File: src/rtl/el2_ifu_ic_refill_if.sv
// rtl/el2_ifu_ic_refill_if.sv - Miss request, bus beat, array write and status bundle for the I-cache refill sequencer
//
// Groups every non-clock/reset signal of el2_ifu_ic_refill.
//   master : requester side (drives miss/flush/ecc/bus beats, observes array write port and status)
//   slave  : refill sequencer side
// Signals:
//   io_miss_req/io_miss_addr/io_miss_way   refill request, halfword address, one-hot victim way
//   io_flush                               abort the current refill
//   io_dec_tlu_core_ecc_disable            force check bits to zero
//   io_bus_valid/io_bus_data/io_bus_err    64-bit beat stream, io_bus_ready back-pressure
//   io_ic_wr_en/io_ic_rw_addr/io_ic_wr_data_0/1   data array write port
//   io_busy/io_done/io_err                 status
interface el2_ifu_ic_refill_if;
    logic        io_miss_req;
    logic [30:0] io_miss_addr;
    logic [1:0]  io_miss_way;
    logic        io_flush;
    logic        io_dec_tlu_core_ecc_disable;
    logic        io_bus_valid;
    logic [63:0] io_bus_data;
    logic        io_bus_err;
    logic        io_bus_ready;
    logic [1:0]  io_ic_wr_en;
    logic [30:0] io_ic_rw_addr;
    logic [70:0] io_ic_wr_data_0;
    logic [70:0] io_ic_wr_data_1;
    logic        io_busy;
    logic        io_done;
    logic        io_err;

    modport master (
        output io_miss_req, io_miss_addr, io_miss_way, io_flush, io_dec_tlu_core_ecc_disable,
        output io_bus_valid, io_bus_data, io_bus_err,
        input  io_bus_ready, io_ic_wr_en, io_ic_rw_addr, io_ic_wr_data_0, io_ic_wr_data_1,
        input  io_busy, io_done, io_err
    );

    modport slave (
        input  io_miss_req, io_miss_addr, io_miss_way, io_flush, io_dec_tlu_core_ecc_disable,
        input  io_bus_valid, io_bus_data, io_bus_err,
        output io_bus_ready, io_ic_wr_en, io_ic_rw_addr, io_ic_wr_data_0, io_ic_wr_data_1,
        output io_busy, io_done, io_err
    );
endinterface

File: src/rtl/el2_ifu_ic_refill.sv
// rtl/el2_ifu_ic_refill.sv - I-cache line refill sequencer: 8 bus beats -> 4 two-bank parity-protected array writes
//
// Ports:
//   clock     core clock, rising edge
//   io_rst_l  asynchronous active-low reset
//   ifc       el2_ifu_ic_refill_if.slave (miss request, beat stream, array write port, status)
// A 64-byte line arrives as eight 64-bit beats; each even/odd beat pair becomes one write
// (even beat to bank 0, odd beat to bank 1) presented the cycle after the odd beat.
// Errors and flushes suppress writes but every beat is still consumed.
module el2_ifu_ic_refill (
    input  logic               clock,
    input  logic               io_rst_l,
    el2_ifu_ic_refill_if.slave ifc
);
    typedef enum logic [1:0] {IDLE, FILL, DRAIN, DONE} state_t;

    state_t      state, state_nxt;
    logic [30:0] base_q;
    logic [1:0]  way_q;
    logic [2:0]  beat_cnt;
    logic        err_q;
    logic [63:0] hold_q;
    logic [3:0]  hold_par_q;
    logic [1:0]  wr_en_q;
    logic [30:0] rw_addr_q;
    logic [70:0] wr_data_0_q;
    logic [70:0] wr_data_1_q;

    logic        accept;
    logic        last_beat;
    logic        fill_write;
    logic        err_now;
    logic [3:0]  beat_par;

    assign accept     = ifc.io_bus_valid & ifc.io_bus_ready;
    assign last_beat  = accept & (beat_cnt == 3'd7);
    // An odd beat in FILL registers a write unless a flush arrives with it.
    assign fill_write = accept & beat_cnt[0] & (state == FILL) & ~ifc.io_flush;
    // Error status including the beat being accepted right now.
    assign err_now    = err_q | ifc.io_bus_err;

    always_comb begin
        beat_par = '0;
        for (int i = 0; i < 4; i++) begin
            beat_par[i] = ~ifc.io_dec_tlu_core_ecc_disable & (^ifc.io_bus_data[16*i +: 16]);
        end
    end

    always_ff @(posedge clock or negedge io_rst_l) begin
        if (!io_rst_l) begin
            state <= IDLE;
        end else begin
            state <= state_nxt;
        end
    end

    always_comb begin
        state_nxt = state;
        case (state)
            IDLE: begin
                if (ifc.io_miss_req) state_nxt = FILL;
            end
            FILL: begin
                // A flush coincident with the last beat has nothing left to drain.
                if (ifc.io_flush)   state_nxt = last_beat ? IDLE : DRAIN;
                else if (last_beat) state_nxt = DONE;
            end
            DRAIN: begin
                if (last_beat) state_nxt = IDLE;
            end
            DONE: begin
                state_nxt = IDLE;
            end
            default: state_nxt = IDLE;
        endcase
    end

    always_comb begin
        ifc.io_bus_ready = (state == FILL) | (state == DRAIN);
        ifc.io_busy      = (state != IDLE);
        ifc.io_done      = (state == DONE);
        ifc.io_err       = (state == DONE) & err_q;
    end

    always_ff @(posedge clock or negedge io_rst_l) begin
        if (!io_rst_l) begin
            base_q      <= '0;
            way_q       <= '0;
            beat_cnt    <= '0;
            err_q       <= 1'b0;
            hold_q      <= '0;
            hold_par_q  <= '0;
            wr_en_q     <= '0;
            rw_addr_q   <= '0;
            wr_data_0_q <= '0;
            wr_data_1_q <= '0;
        end else begin
            wr_en_q <= '0;
            if ((state == IDLE) && ifc.io_miss_req) begin
                base_q   <= ifc.io_miss_addr & ~31'h1F;
                way_q    <= ifc.io_miss_way;
                beat_cnt <= '0;
                err_q    <= 1'b0;
            end
            if (accept) begin
                beat_cnt <= beat_cnt + 3'd1;
                err_q    <= err_now;
                if (!beat_cnt[0]) begin
                    hold_q     <= ifc.io_bus_data;
                    hold_par_q <= beat_par;
                end
            end
            if (fill_write) begin
                rw_addr_q   <= base_q + {26'b0, beat_cnt[2:1], 3'b000};
                wr_data_0_q <= {3'b000, hold_par_q, hold_q};
                wr_data_1_q <= {3'b000, beat_par, ifc.io_bus_data};
                wr_en_q     <= err_now ? 2'b00 : way_q;
            end
        end
    end

    assign ifc.io_ic_wr_en     = wr_en_q;
    assign ifc.io_ic_rw_addr   = rw_addr_q;
    assign ifc.io_ic_wr_data_0 = wr_data_0_q;
    assign ifc.io_ic_wr_data_1 = wr_data_1_q;
endmodule

File: src/flat_wrapper.sv
// flat-port wrapper written by rule: the top's interface ports become plain ports
module el2_ifu_ic_refill_flat 
  (clock, io_rst_l, ifc_io_miss_req, ifc_io_miss_addr, ifc_io_miss_way, ifc_io_flush, ifc_io_dec_tlu_core_ecc_disable, ifc_io_bus_valid, ifc_io_bus_data, ifc_io_bus_err, ifc_io_bus_ready, ifc_io_ic_wr_en, ifc_io_ic_rw_addr, ifc_io_ic_wr_data_0, ifc_io_ic_wr_data_1, ifc_io_busy, ifc_io_done, ifc_io_err);
  el2_ifu_ic_refill_if ifc_i ();
  input  logic clock;
  input  logic io_rst_l;
  input wire logic [$bits(ifc_i.io_miss_req)-1:0] ifc_io_miss_req;
  input wire logic [$bits(ifc_i.io_miss_addr)-1:0] ifc_io_miss_addr;
  input wire logic [$bits(ifc_i.io_miss_way)-1:0] ifc_io_miss_way;
  input wire logic [$bits(ifc_i.io_flush)-1:0] ifc_io_flush;
  input wire logic [$bits(ifc_i.io_dec_tlu_core_ecc_disable)-1:0] ifc_io_dec_tlu_core_ecc_disable;
  input wire logic [$bits(ifc_i.io_bus_valid)-1:0] ifc_io_bus_valid;
  input wire logic [$bits(ifc_i.io_bus_data)-1:0] ifc_io_bus_data;
  input wire logic [$bits(ifc_i.io_bus_err)-1:0] ifc_io_bus_err;
  output wire logic [$bits(ifc_i.io_bus_ready)-1:0] ifc_io_bus_ready;
  output wire logic [$bits(ifc_i.io_ic_wr_en)-1:0] ifc_io_ic_wr_en;
  output wire logic [$bits(ifc_i.io_ic_rw_addr)-1:0] ifc_io_ic_rw_addr;
  output wire logic [$bits(ifc_i.io_ic_wr_data_0)-1:0] ifc_io_ic_wr_data_0;
  output wire logic [$bits(ifc_i.io_ic_wr_data_1)-1:0] ifc_io_ic_wr_data_1;
  output wire logic [$bits(ifc_i.io_busy)-1:0] ifc_io_busy;
  output wire logic [$bits(ifc_i.io_done)-1:0] ifc_io_done;
  output wire logic [$bits(ifc_i.io_err)-1:0] ifc_io_err;
  assign ifc_i.io_miss_req = ifc_io_miss_req;
  assign ifc_i.io_miss_addr = ifc_io_miss_addr;
  assign ifc_i.io_miss_way = ifc_io_miss_way;
  assign ifc_i.io_flush = ifc_io_flush;
  assign ifc_i.io_dec_tlu_core_ecc_disable = ifc_io_dec_tlu_core_ecc_disable;
  assign ifc_i.io_bus_valid = ifc_io_bus_valid;
  assign ifc_i.io_bus_data = ifc_io_bus_data;
  assign ifc_i.io_bus_err = ifc_io_bus_err;
  assign ifc_io_bus_ready = ifc_i.io_bus_ready;
  assign ifc_io_ic_wr_en = ifc_i.io_ic_wr_en;
  assign ifc_io_ic_rw_addr = ifc_i.io_ic_rw_addr;
  assign ifc_io_ic_wr_data_0 = ifc_i.io_ic_wr_data_0;
  assign ifc_io_ic_wr_data_1 = ifc_i.io_ic_wr_data_1;
  assign ifc_io_busy = ifc_i.io_busy;
  assign ifc_io_done = ifc_i.io_done;
  assign ifc_io_err = ifc_i.io_err;
  el2_ifu_ic_refill u_core (.clock(clock), .io_rst_l(io_rst_l), .ifc(ifc_i));
endmodule
File: config.mk
export PLATFORM = sky130hd
export DESIGN_NAME = el2_ifu_ic_refill_flat
export DESIGN_NICKNAME = d
export VERILOG_FILES = /design/src/rtl/el2_ifu_ic_refill_if.sv /design/src/rtl/el2_ifu_ic_refill.sv /design/src/flat_wrapper.sv
export SDC_FILE = /design/constraint.sdc
export NUM_CORES = 1
export LEC_CHECK = 0
export CAP_MARGIN = 20
export CORE_MARGIN = 3
export CORE_UTILIZATION = 53
export DETAILED_ROUTE_END_ITERATION = 10
export PLACE_DENSITY_LB_ADDON = 0.05
export SETUP_SLACK_MARGIN = 0.3
export SKIP_CTS_REPAIR_TIMING = 1
export SYNTH_ARGS = -nofsm -noshare
export SYNTH_HDL_FRONTEND = slang
export SYNTH_SLANG_ARGS = --single-unit
File: constraint.sdc
create_clock -name clock -period 5.1 [get_ports clock]
set_clock_uncertainty 0.05 [all_clocks]
set_input_delay 1.02 -clock clock [delete_from_list [all_inputs] [get_ports clock]]
set_output_delay 1.02 -clock clock [all_outputs]
set_load 0.02 [all_outputs]
* Word level (Yosys, flattened, before mapping) *
Cells that the tools add are included.

storage, ports and cells
  flip-flop bits (word level) = 271
  output and inout port bits = 179
  logic and storage cells = 57

operators by class
  $add $sub $neg = 2
  equality and inequality tests = 7
  mux-type cells = 12
  bitwise logic cells = 15
  reductions and logical operators = 10

operator list
  operator             number
  $reduce_xor 16->1    4
  $add 31x5->31        1
  $mux 2               7
  $and 1x1->1          10
  $pmux 2 s4           1
  $mux 3               2
  $eq 2x2->1 const B   2
  $reduce_bool 2->1    2
  $add 3x1->3 const B  1
  $eq 3x3->1 const B   1
  $ne 3x2->1 const B   1
  $not 1->1            3
  $reduce_and 3->1     1
  $eq 2x1->1 const B   1
  $logic_not 2->1      1
  $mux 1               2
  $ne 2x1->1 const B   1
  $ne 2x2->1 const B   1
  $or 1x1->1           2
  $reduce_and 2->1     1
  $logic_and 1x1->1    1

* Longest topological paths before layout *
Gate-level depths: netlist of run 1.

  word-level depth = 7
  mapped depth = 9

* Least setup slack after synthesis of run 1 *
No wires, ideal clock.

  kind = input port to flip-flop
  start = in ifc_io_bus_valid
  end = reg u_core.wr_data_0_q[0], in the netlist u_core.ifc.io_ic_wr_data_0[0]
  library setup time = 0.125 ns
  data arrival time = 2.038 ns
  data required time = 4.925 ns
  path slack = 2.887 ns
  cell stages on the path = 6
  path through = and2_1 buf_4 nand3_2 buf_6 buf_6 mux2_4

on the way
  longest elaborated chain between the ends = 4

ends and longest elaborated chain
  element                    line                      RTL
  start: declaration         flat_wrapper.sv:12        input wire logic [$bits(ifc_i.io_bus_valid)-1:0] ifc_io_bus_valid;
  $and 1x1->1                el2_ifu_ic_refill.sv:35   assign accept = ifc.io_bus_valid & ifc.io_bus_ready;
  $and 1x1->1 (3 in series)  el2_ifu_ic_refill.sv:38   assign fill_write = accept & beat_cnt[0] & (state == FILL) & ~ifc.io_flush;
  end signal: assignment     el2_ifu_ic_refill.sv:115  wr_data_0_q <= {3'b000, hold_par_q, hold_q};
  end: declaration           el2_ifu_ic_refill.sv:26   logic [70:0] wr_data_0_q;

Every way passes these cells.
A chain may end at the register's enable or synchronous reset.

* Final worst setup path of run 1 *
  start = reg u_core.state[0]
  end = out ifc_io_busy

on the way
  longest elaborated chain between the ends = 1

ends and longest elaborated chain
  element                   line                     RTL
  start: declaration        el2_ifu_ic_refill.sv:17  state_t state, state_nxt;
  start signal: assignment  el2_ifu_ic_refill.sv:53  state <= state_nxt;
  $reduce_bool 2->1         el2_ifu_ic_refill.sv:80  ifc.io_busy = (state != IDLE);
  end: declaration          flat_wrapper.sv:20       output wire logic [$bits(ifc_i.io_busy)-1:0] ifc_io_busy;

Every way passes these cells.

==> impl_metrics.env, run 1 <==
export IMPL_yosysSeqAreaShare_pct=60.06
export IMPL_rsz0062_at_grt="false"
export IMPL_use_met1_pct=26.88
export IMPL_reg2reg_depth=6
export IMPL_clock_fmax_ghz=0.3253
export IMPL_stdcell_count=1233
export IMPL_synth_seq_cells=268
export IMPL_fp_dieW_um=151.1
export IMPL_setup_violations=0
export IMPL_drive_gt1_share_pct=32.19
export IMPL_finalCritPeriodShare_pct=60.27
export IMPL_ctsHtreeMaxLevel=1
export IMPL_synth_area_mm2=0.01117
export IMPL_hold_path_class="in -> async"
export IMPL_pin_count=283
export IMPL_io_buffer_count=268
export IMPL_period_minus_slack_ps=3074
export IMPL_clock_path_buffers=3
export IMPL_p_per_area_mw_per_mm2=633.6
export IMPL_place_detailed_hpwl_mm=16.10
export IMPL_slew_headroom_pct=31.73
export IMPL_cts_buffers=28
export IMPL_dieArea_mm2=0.02284
export IMPL_grt_pass1_wl_mm=37.35
export IMPL_crit_arrival_ps=2000
export IMPL_clock_sinks=268
export IMPL_worstSkewPairLatency_ps=520
export IMPL_syn_to_final_growth_pct=34.33
export IMPL_cts_tree="built"
export IMPL_slew_viol_final=0
export IMPL_first_pass_iters=6
export IMPL_grt_overflow=0
export IMPL_drv_cap=0
export IMPL_grt_pass1_vias=6817
export IMPL_die_h_um=151.1
export IMPL_grt_use_met3_pct=6.852
export IMPL_hold_violations=0
export IMPL_ys_warn_count=0
export IMPL_ys_top_cells_by_area="dfrtp_1 60%, mux2_4 16%, mux2_2 13%"
export IMPL_irDropWorstVdd_v=0.0003505
export IMPL_p_leak_nw=6.974
export IMPL_synthCells=668
export IMPL_drt_wl_total_mm=23.61
export IMPL_setup_worst_path_end_class="primary output"
export IMPL_final_core_util_pct=73.19
export IMPL_coreArea_mm2=0.02049
export IMPL_diodes=0
export IMPL_start_kind="flop"
export IMPL_rows=52
export IMPL_place_gp_congestion=0.7565
export IMPL_netlist_area_leader_share_pct=60.06
export IMPL_grt_max_degree=134
export IMPL_dp_cells=1181
export IMPL_critPathRequiredTime_ps=4030
export IMPL_tightestPinTransition_ps=1024
export IMPL_num_vias=6275
export IMPL_outcome="finished clean"
export IMPL_tns_ps=0
export IMPL_root_buffer="clkbuf_16"
export IMPL_crit_type="reg -> out"
export IMPL_antenna_found_initial=0
export IMPL_grt_use_total_pct=20.57
export IMPL_preCtsSetupSlack_ps=1658
export IMPL_worstPathMaxFanout=5
export IMPL_setup_slack_ps=2026
export IMPL_fin_area_mm2=0.01500
export IMPL_wire_per_inst_um=19.15
export IMPL_place_area_mm2=0.01400
export IMPL_grt_met2_usage_pct=33.80
export IMPL_nFillCells=1357
export IMPL_synth_area_leader_cell="dfrtp_1"
export IMPL_drc=0
export IMPL_synth_cell_types=27
export IMPL_drtAntennaViolNets=0
export IMPL_clk_pin_slew_ps=60
export IMPL_drt_initial_drc_count=195
export IMPL_final_nets=1051
export IMPL_viasPerCell=5.089
export IMPL_start_util_pct=54.48
export IMPL_busiest_layer="met2"
export IMPL_syn_avg_cell_area_um2=16.72
-- synth_stat cells --
library cell	instances
buf_4	10
buf_2	11
nor4b_1	2
nor3b_1	1
and2_1	2
conb_1	1
clkbuf_1	3
buf_6	15
mux2_4	120
a22o_1	10
xor2_1	4
xnor2_1	56
nand2b_1	1
o21ai_0	2
a21oi_1	3
and2b_1	1
a31oi_1	1
mux2_2	132
inv_1	3
nand2_1	4
dfrtp_1	268
o211ai_1	1
nor2_1	7
nand3_1	2
ha_1	6
nand4_1	1
nand3_2	1
-- layout by cell type (no fill, tap or decap), types with 2 or more instances in the layout --
cell type,n
a21oi_1,3
a22o_1,10
and2_1,2
buf_12,2
buf_4,4
bufinv_16,5
clkbuf_1,3
clkbuf_16,29
clkbuf_8,4
clkdlybuf4s50_1,267
clkinv_2,9
conb_1,9
dfrtp_1,268
ha_1,6
inv_1,3
mux2_2,132
mux2_4,120
nand2_1,4
nand3_1,2
nor2_1,7
nor4b_1,2
o21ai_0,2
xnor2_1,56
xor2_1,4
-- layer usage --
layer / part of all wire, % / routed length, um
met2: 49 / 11600
met3: 8.8 / 2068
met1: 41 / 9616
met5: 0 / 0
met4: 1.4 / 320
-- report_power, final --
part           leakage (nW)  total (mW)  internal, mW  switching (mW)
sequential             3.36        3.59          3.06           0.523
clock                 0.500        2.16          1.35           0.817
combinational          3.12        3.75          2.15            1.60
-- state kept, by name, indices dropped and copies added (netlist names) --
register,count
u_core.ifc.io_ic_wr_data_0,68
u_core.ifc.io_ic_wr_data_1,68
u_core.hold_q,64
u_core.ifc.io_ic_rw_addr,28
u_core.base_q,26
u_core.hold_par_q,4
u_core.beat_cnt,3
u_core.ifc.io_ic_wr_en,2
u_core.state,2
u_core.way_q,2
u_core.err_q,1
-- cells by family after synthesis --
logic type	Yosys count	share of synthesized area (%)
AOI/OAI and AO/OA	17	1.132
buffers and inverters	42	2.880
and+or+nand+nor	22	1.065
muxes	252	29.45
other	1	0.03358
DFF	268	60.06
adders and majority gates	6	0.6723
xor gates and xnor gates	60	4.706
-- area by class of cell --
class                           count  area, um2  share of cell area, %
Inverter                            3      11.26                0.07508
Clock inverter                     16      211.5                  1.410
Tap cell                          270      337.8                  2.252
Timing Repair Buffer              274       2758                  18.39
Sequential cell                   268       6706                  44.71
Clock buffer                       36      792.0                  5.280
Multi-Input combinational cell    366       4183                  27.89
-- worst paths after layout --
check,start,endpoint,slack (ps)
max,u_core.state[0]$_DFFE_PN0P_,ifc_io_busy,2030
min,io_rst_l,u_core.ifc.io_ic_wr_data_0[22]$_DFFE_PN0P_,410
max reg2reg,u_core.state[0]$_DFFE_PN0P_,u_core.ifc.io_ic_wr_data_1[18]$_DFFE_PN0P_,2280
min reg2reg,u_core.hold_q[21]$_DFFE_PN0P_,u_core.ifc.io_ic_wr_data_0[21]$_DFFE_PN0P_,450
max in group asynchronous,io_rst_l,u_core.ifc.io_ic_wr_data_1[6]$_DFFE_PN0P_,3450
min in group clock,u_core.hold_q[21]$_DFFE_PN0P_,u_core.ifc.io_ic_wr_data_0[21]$_DFFE_PN0P_,450
-- stage by stage --
| step | hold WS, ps | power [mW] |
|---|---|---|
| after detailed placement | 436.5 | 7.399 |
| after global placement | 430.1 | 7.245 |
| after floorplan | 414.7 | 5.783 |
| final | 414.6 | 9.504 |
| after global routing | 448.8 | 10.01 |
| after CTS | 436.5 | 9.625 |
-- worst max-delay path: stages (launching register included) --
cell,delay (ps)
dfrtp_1,430
inv_1,90
ha_1,240
inv_1,80
clkdlybuf4s50_1,640
No activity file was read; power rests on OpenSTA's default activity.
==> run 2, diff against run 1 <==
CORE_UTILIZATION = 44   (was 53)
clock period = 2.6 ns   (was 5.1 ns; I/O delays follow)
==> impl_metrics.env, run 2 (synthesis gave the netlist of run 1 again) <==
export IMPL_outcome="finished clean"
export IMPL_drt_initial_drc_count=284
export IMPL_grt_overflow=0
export IMPL_drive_gt1_share_pct=32.38
export IMPL_viasPerCell=4.888
export IMPL_setup_worst_path_end_class="flop"
export IMPL_tns_ps=0
export IMPL_place_detailed_hpwl_mm=17.43
export IMPL_drc=0
export IMPL_clk_pin_slew_ps=60
export IMPL_grt_pass1_wl_mm=38.96
export IMPL_final_common_cell="dfrtp_1"
export IMPL_grt_max_degree=70
export IMPL_drtAntennaViolNets=0
export IMPL_dieArea_mm2=0.02732
export IMPL_finalCritPeriodShare_pct=83.66
export IMPL_crit_arrival_ps=2530
export IMPL_max_stage_delay_ps=420
export IMPL_slew_headroom_pct=63.92
export IMPL_slew_viol_final=0
export IMPL_cts_tree="built"
export IMPL_regArea_mm2=0.006706
export IMPL_period_minus_slack_ps=2175
export IMPL_multi_input_area_mm2=0.004183
export IMPL_power_total_mw=18.47
export IMPL_cts_buffers=28
export IMPL_die_h_um=165.3
export IMPL_wire_per_inst_um=18.68
export IMPL_setup_slack_ps=425.0
export IMPL_syn_to_final_growth_pct=36.50
export IMPL_cp_buffers_inverters=2
export IMPL_clock_sinks=268
export IMPL_hold_path_class="reg -> reg"
export IMPL_final_nets=1065
export IMPL_cp_slowest_cell="dfrtp_1"
export IMPL_irDropWorstVdd_v=0.0006335
export IMPL_start_kind="flop"
export IMPL_crit_type="reg -> reg"
export IMPL_critPathRequiredTime_ps=2960
export IMPL_drt_wl_total_mm=24.28
export IMPL_layout_common_cells="268 x dfrtp_1, 263 x clkdlybuf4s50_1, 132 x mux2_2"
export IMPL_num_vias=6355
export IMPL_ctsHtreeMaxLevel=1
export IMPL_cp_cell_sequence="inv_1, ha_1, and2_1, nand3_4, buf_16, mux2_2"
export IMPL_pin_count=283
export IMPL_path_delay_family="buffers and inverters"
export IMPL_place_gp_congestion=0.7751
export IMPL_root_buffer="clkbuf_16"
export IMPL_p_leak_nw=7.109
export IMPL_hold_violations=0
export IMPL_rsz0062_at_grt="false"
export IMPL_drv_cap=0
export IMPL_coreArea_mm2=0.02460
export IMPL_antenna_found_initial=0
export IMPL_preCtsSetupSlack_ps=185.0
export IMPL_nFillCells=1886
export IMPL_io_buffer_count=268
export IMPL_fp_dieW_um=165.3
export IMPL_grt_pass1_vias=7088
export IMPL_worstSkewPairLatency_ps=530
export IMPL_clock_fmax_ghz=0.4598
export IMPL_first_pass_iters=4
export IMPL_setup_violations=0
export IMPL_rows=57
export IMPL_tightestPinTransition_ps=541.2
export IMPL_start_util_pct=45.38
export IMPL_diodes=0
export IMPL_worstPathMaxFanout=67
export IMPL_grt_use_total_pct=17.81
export IMPL_whs_ps=444.8
export IMPL_clock_path_buffers=3
export IMPL_p_per_area_mw_per_mm2=1212
==> run 2: worst reg2reg max path: cells and delay by family, from the launching register on <==
kind	cells	cell delay (ps)
adders and majority gates	1	290
DFF	1	420
muxes	1	420
and+or+nand+nor	2	410
buffers and inverters	2	480
==> run 2: stage by stage <==
step | utilization (%) | cell area (um2) | cells
floorplan | - | 11200 | 676
global placement | 58.06 | 14290 | 1248
detailed placement | 58.06 | 14290 | 1248
CTS | 61.83 | 15210 | 1299
global route | 61.94 | 15240 | 1300
finish | 61.94 | 15240 | 1300
==> run 2: final cells by class <==
cell class                 count  area share (%)
multi-input combinational    366           27.44
inverter                       3         0.07389
tap                          324           2.660
clock inverter                 7          0.5582
timing repair buffer         288           19.74
clock buffer                  44           5.525
sequential                   268           44.00
==> run 2: per-layer routing <==
metal,GRT usage [%],wire length [um]
met5,0,0
met3,5.937,2170
met2,29.99,12100
met1,22.65,9733
met4,3.516,274
==> run 2: path summary, 6_finish.rpt <==
path	startpoint	endpoint	slack, ps	cells past startpoint
setup / recovery	u_core.state[1]$_DFFE_PN0P_	u_core.ifc.io_ic_rw_addr[18]$_DFFE_PN0P_	420	6
hold / removal	u_core.hold_q[21]$_DFFE_PN0P_	u_core.ifc.io_ic_wr_data_0[21]$_DFFE_PN0P_	440	1
setup reg to reg	u_core.state[1]$_DFFE_PN0P_	u_core.ifc.io_ic_rw_addr[18]$_DFFE_PN0P_	420	6
hold reg to reg	u_core.hold_q[21]$_DFFE_PN0P_	u_core.ifc.io_ic_wr_data_0[21]$_DFFE_PN0P_	440	1
max in group asynchronous	io_rst_l	u_core.ifc.io_ic_wr_data_1[38]$_DFFE_PN0P_	1210	3
min in group asynchronous	io_rst_l	u_core.ifc.io_ic_wr_data_0[17]$_DFFE_PN0P_	500	2
==> run 2: report_power, final <==
group,leakage [nW],internal [mW],switching [mW]
sequential,3.36,6.01,1.00
combinational,3.29,4.31,3.17
clock,0.459,2.41,1.56
==> run 3, diff against run 2 <==
CORE_UTILIZATION = 49   (was 44)
clock period = 2.1 ns   (was 2.6 ns; I/O delays follow)
==> impl_metrics.env, run 3 (synthesis gave the netlist of run 1 again) <==
export IMPL_coreArea_mm2=0.02209
export IMPL_drv_cap=0
export IMPL_p_int_mw=15.62
export IMPL_crit_type="reg -> reg"
export IMPL_viasPerCell=5.078
export IMPL_die_h_um=157.0
export IMPL_power_frac_comb_pct=42.0
export IMPL_syn_to_final_growth_pct=45.50
export IMPL_dieArea_mm2=0.02463
export IMPL_tns_ps=0
export IMPL_clockPowerShare_pct=19.9
export IMPL_hold_path_class="in -> async"
export IMPL_max_stage_delay_ps=460
export IMPL_drtAntennaViolNets=0
export IMPL_cp_slowest_cell="dfrtp_2"
export IMPL_path_depth=7
export IMPL_first_pass_iters=5
export IMPL_outcome="finished clean"
export IMPL_place_gp_congestion=0.7882
export IMPL_pin_count=283
export IMPL_io_buffer_count=268
export IMPL_rsz0062_at_grt="true"
export IMPL_grt_pass1_vias=7189
export IMPL_drive_gt1_share_pct=37.12
export IMPL_slew_headroom_pct=65.66
export IMPL_path_delay_family="buffers and inverters"
export IMPL_root_buffer="clkbuf_16"
export IMPL_switchingPower_mw=7.341
export IMPL_p_leak_nw=9.752
export IMPL_drt_wl_total_mm=26.52
export IMPL_place_detailed_hpwl_mm=18.30
export IMPL_num_vias=6607
export IMPL_start_kind="flop"
export IMPL_layout_common_cells="266 x dfrtp_1, 166 x dlymetal6s2s_1, 129 x mux2_4"
export IMPL_grt_pass1_wl_mm=39.66
export IMPL_place_area_mm2=0.01456
export IMPL_crit_arrival_ps=2360
export IMPL_cts_buffers=29
export IMPL_cts_tree="built"
export IMPL_cp_cell_sequence="inv_2, ha_4, and2_4, nand3_4, buf_12, clkbuf_16, mux2_4"
export IMPL_tightestPinTransition_ps=515.1
export IMPL_power_total_mw=22.97
export IMPL_whs_ps=384.5
export IMPL_worstPathMaxFanout=9
export IMPL_final_nets=1116
export IMPL_rows=54
export IMPL_hold_violations=0
export IMPL_irDropWorstVdd_v=0.0007801
export IMPL_setup_worst_path_end_class="flop"
export IMPL_clk_pin_slew_ps=60
export IMPL_ctsHtreeMaxLevel=1
export IMPL_worstSkewPairLatency_ps=530
export IMPL_slew_viol_final=0
export IMPL_antenna_found_initial=0
export IMPL_start_util_pct=50.54
export IMPL_final_common_cell="dfrtp_1"
export IMPL_dp_cells=1235
export IMPL_drt_initial_drc_count=200
export IMPL_reg2reg_depth=7
export IMPL_pwr_share_seq_pct=38.1
export IMPL_p_sw_share_pct=31.96
export IMPL_clock_sinks=268
export IMPL_period_minus_slack_ps=2005
export IMPL_grt_overflow=0
export IMPL_wire_per_inst_um=20.39
export IMPL_stdcell_count=1301
export IMPL_critPathRequiredTime_ps=2460
export IMPL_finalCritPeriodShare_pct=95.45
export IMPL_setup_violations=0
export IMPL_clock_path_buffers=3
export IMPL_grt_max_degree=62
export IMPL_clock_fmax_ghz=0.4989
export IMPL_fp_dieW_um=157.0
export IMPL_p_per_area_mw_per_mm2=1414
export IMPL_grt_use_total_pct=20.18
export IMPL_fin_area_mm2=0.01625
export IMPL_drc=0
export IMPL_cp_buffers_inverters=3
export IMPL_diodes=0
-- run 3: cell count changes in the layout (fill, tap and decap cells not counted), sizes merged --
cell and delta:
clkbuf +7, bufinv -2, buf +47, clkdlybuf4s50 -166
dlymetal6s2s +162, inv +1, clkinv -4
-- run 3: worst paths after layout --
check | slack [ps] | from | endpoint
min reg2reg | 450 | u_core.hold_q[16]$_DFFE_PN0P_ | u_core.ifc.io_ic_wr_data_0[16]$_DFFE_PN0P_
min in group clock | 450 | ifc_io_miss_addr[13] | u_core.base_q[13]$_DFFE_PN0P_
max in group asynchronous | 960 | io_rst_l | u_core.ifc.io_ic_wr_data_1[42]$_DFFE_PN0P_
min | 380 | io_rst_l | u_core.ifc.io_ic_wr_data_0[19]$_DFFE_PN0P_
max reg2reg | 100 | u_core.state[0]$_DFFE_PN0P_ | u_core.ifc.io_ic_wr_data_1[17]$_DFFE_PN0P_
max | 100 | u_core.state[0]$_DFFE_PN0P_ | u_core.ifc.io_ic_wr_data_1[17]$_DFFE_PN0P_
-- run 3: power groups by stage --
stage	Combinational [mW]	Sequential, mW	Clock (mW)
2_1_floorplan	4.22	10.0	0
3_3_place_gp	9.34	8.62	0
3_5_place_dp	9.54	8.82	0
4_1_cts	9.58	8.77	4.69
5_1_grt	10.2	9.03	4.90
6_report	9.64	8.76	4.57
-- run 3: through the flow --
| step | setup slack, ps | util, % |
|---|---|---|
| finish | 95.50 | 73.53 |
| global route | 46.10 | 73.53 |
| CTS | -347.2 | 69.68 |
| detailed placement | -49.66 | 65.89 |
| global placement | -27.65 | 65.89 |
| floorplan | 220.8 | - |
-- run 3: area by class of cell --
class | count | area [um2]
clock inverters | 2 | 16.27
clock buffers | 44 | 822.0
flip-flops and latches | 268 | 6709
repair buffers | 338 | 4033
multi-input cells | 366 | 4302
inverters | 3 | 13.76
fillers | 1384 | 5848
well taps | 280 | 350.3
-- run 3: routing by layer --
| layer | global-route usage [%] | part of all wire (%) | vias to the layer above | wire length, um |
|---|---|---|---|---|
| li1 | - | - | 2987 | - |
| met1 | 25.33 | 41 | 3372 | 10820 |
| met2 | 34.40 | 50 | 209 | 13280 |
| met3 | 6.186 | 6.9 | 39 | 1825 |
| met4 | 4.877 | 2.2 | 0 | 592 |
| met5 | 0 | 0 | - | 0 |
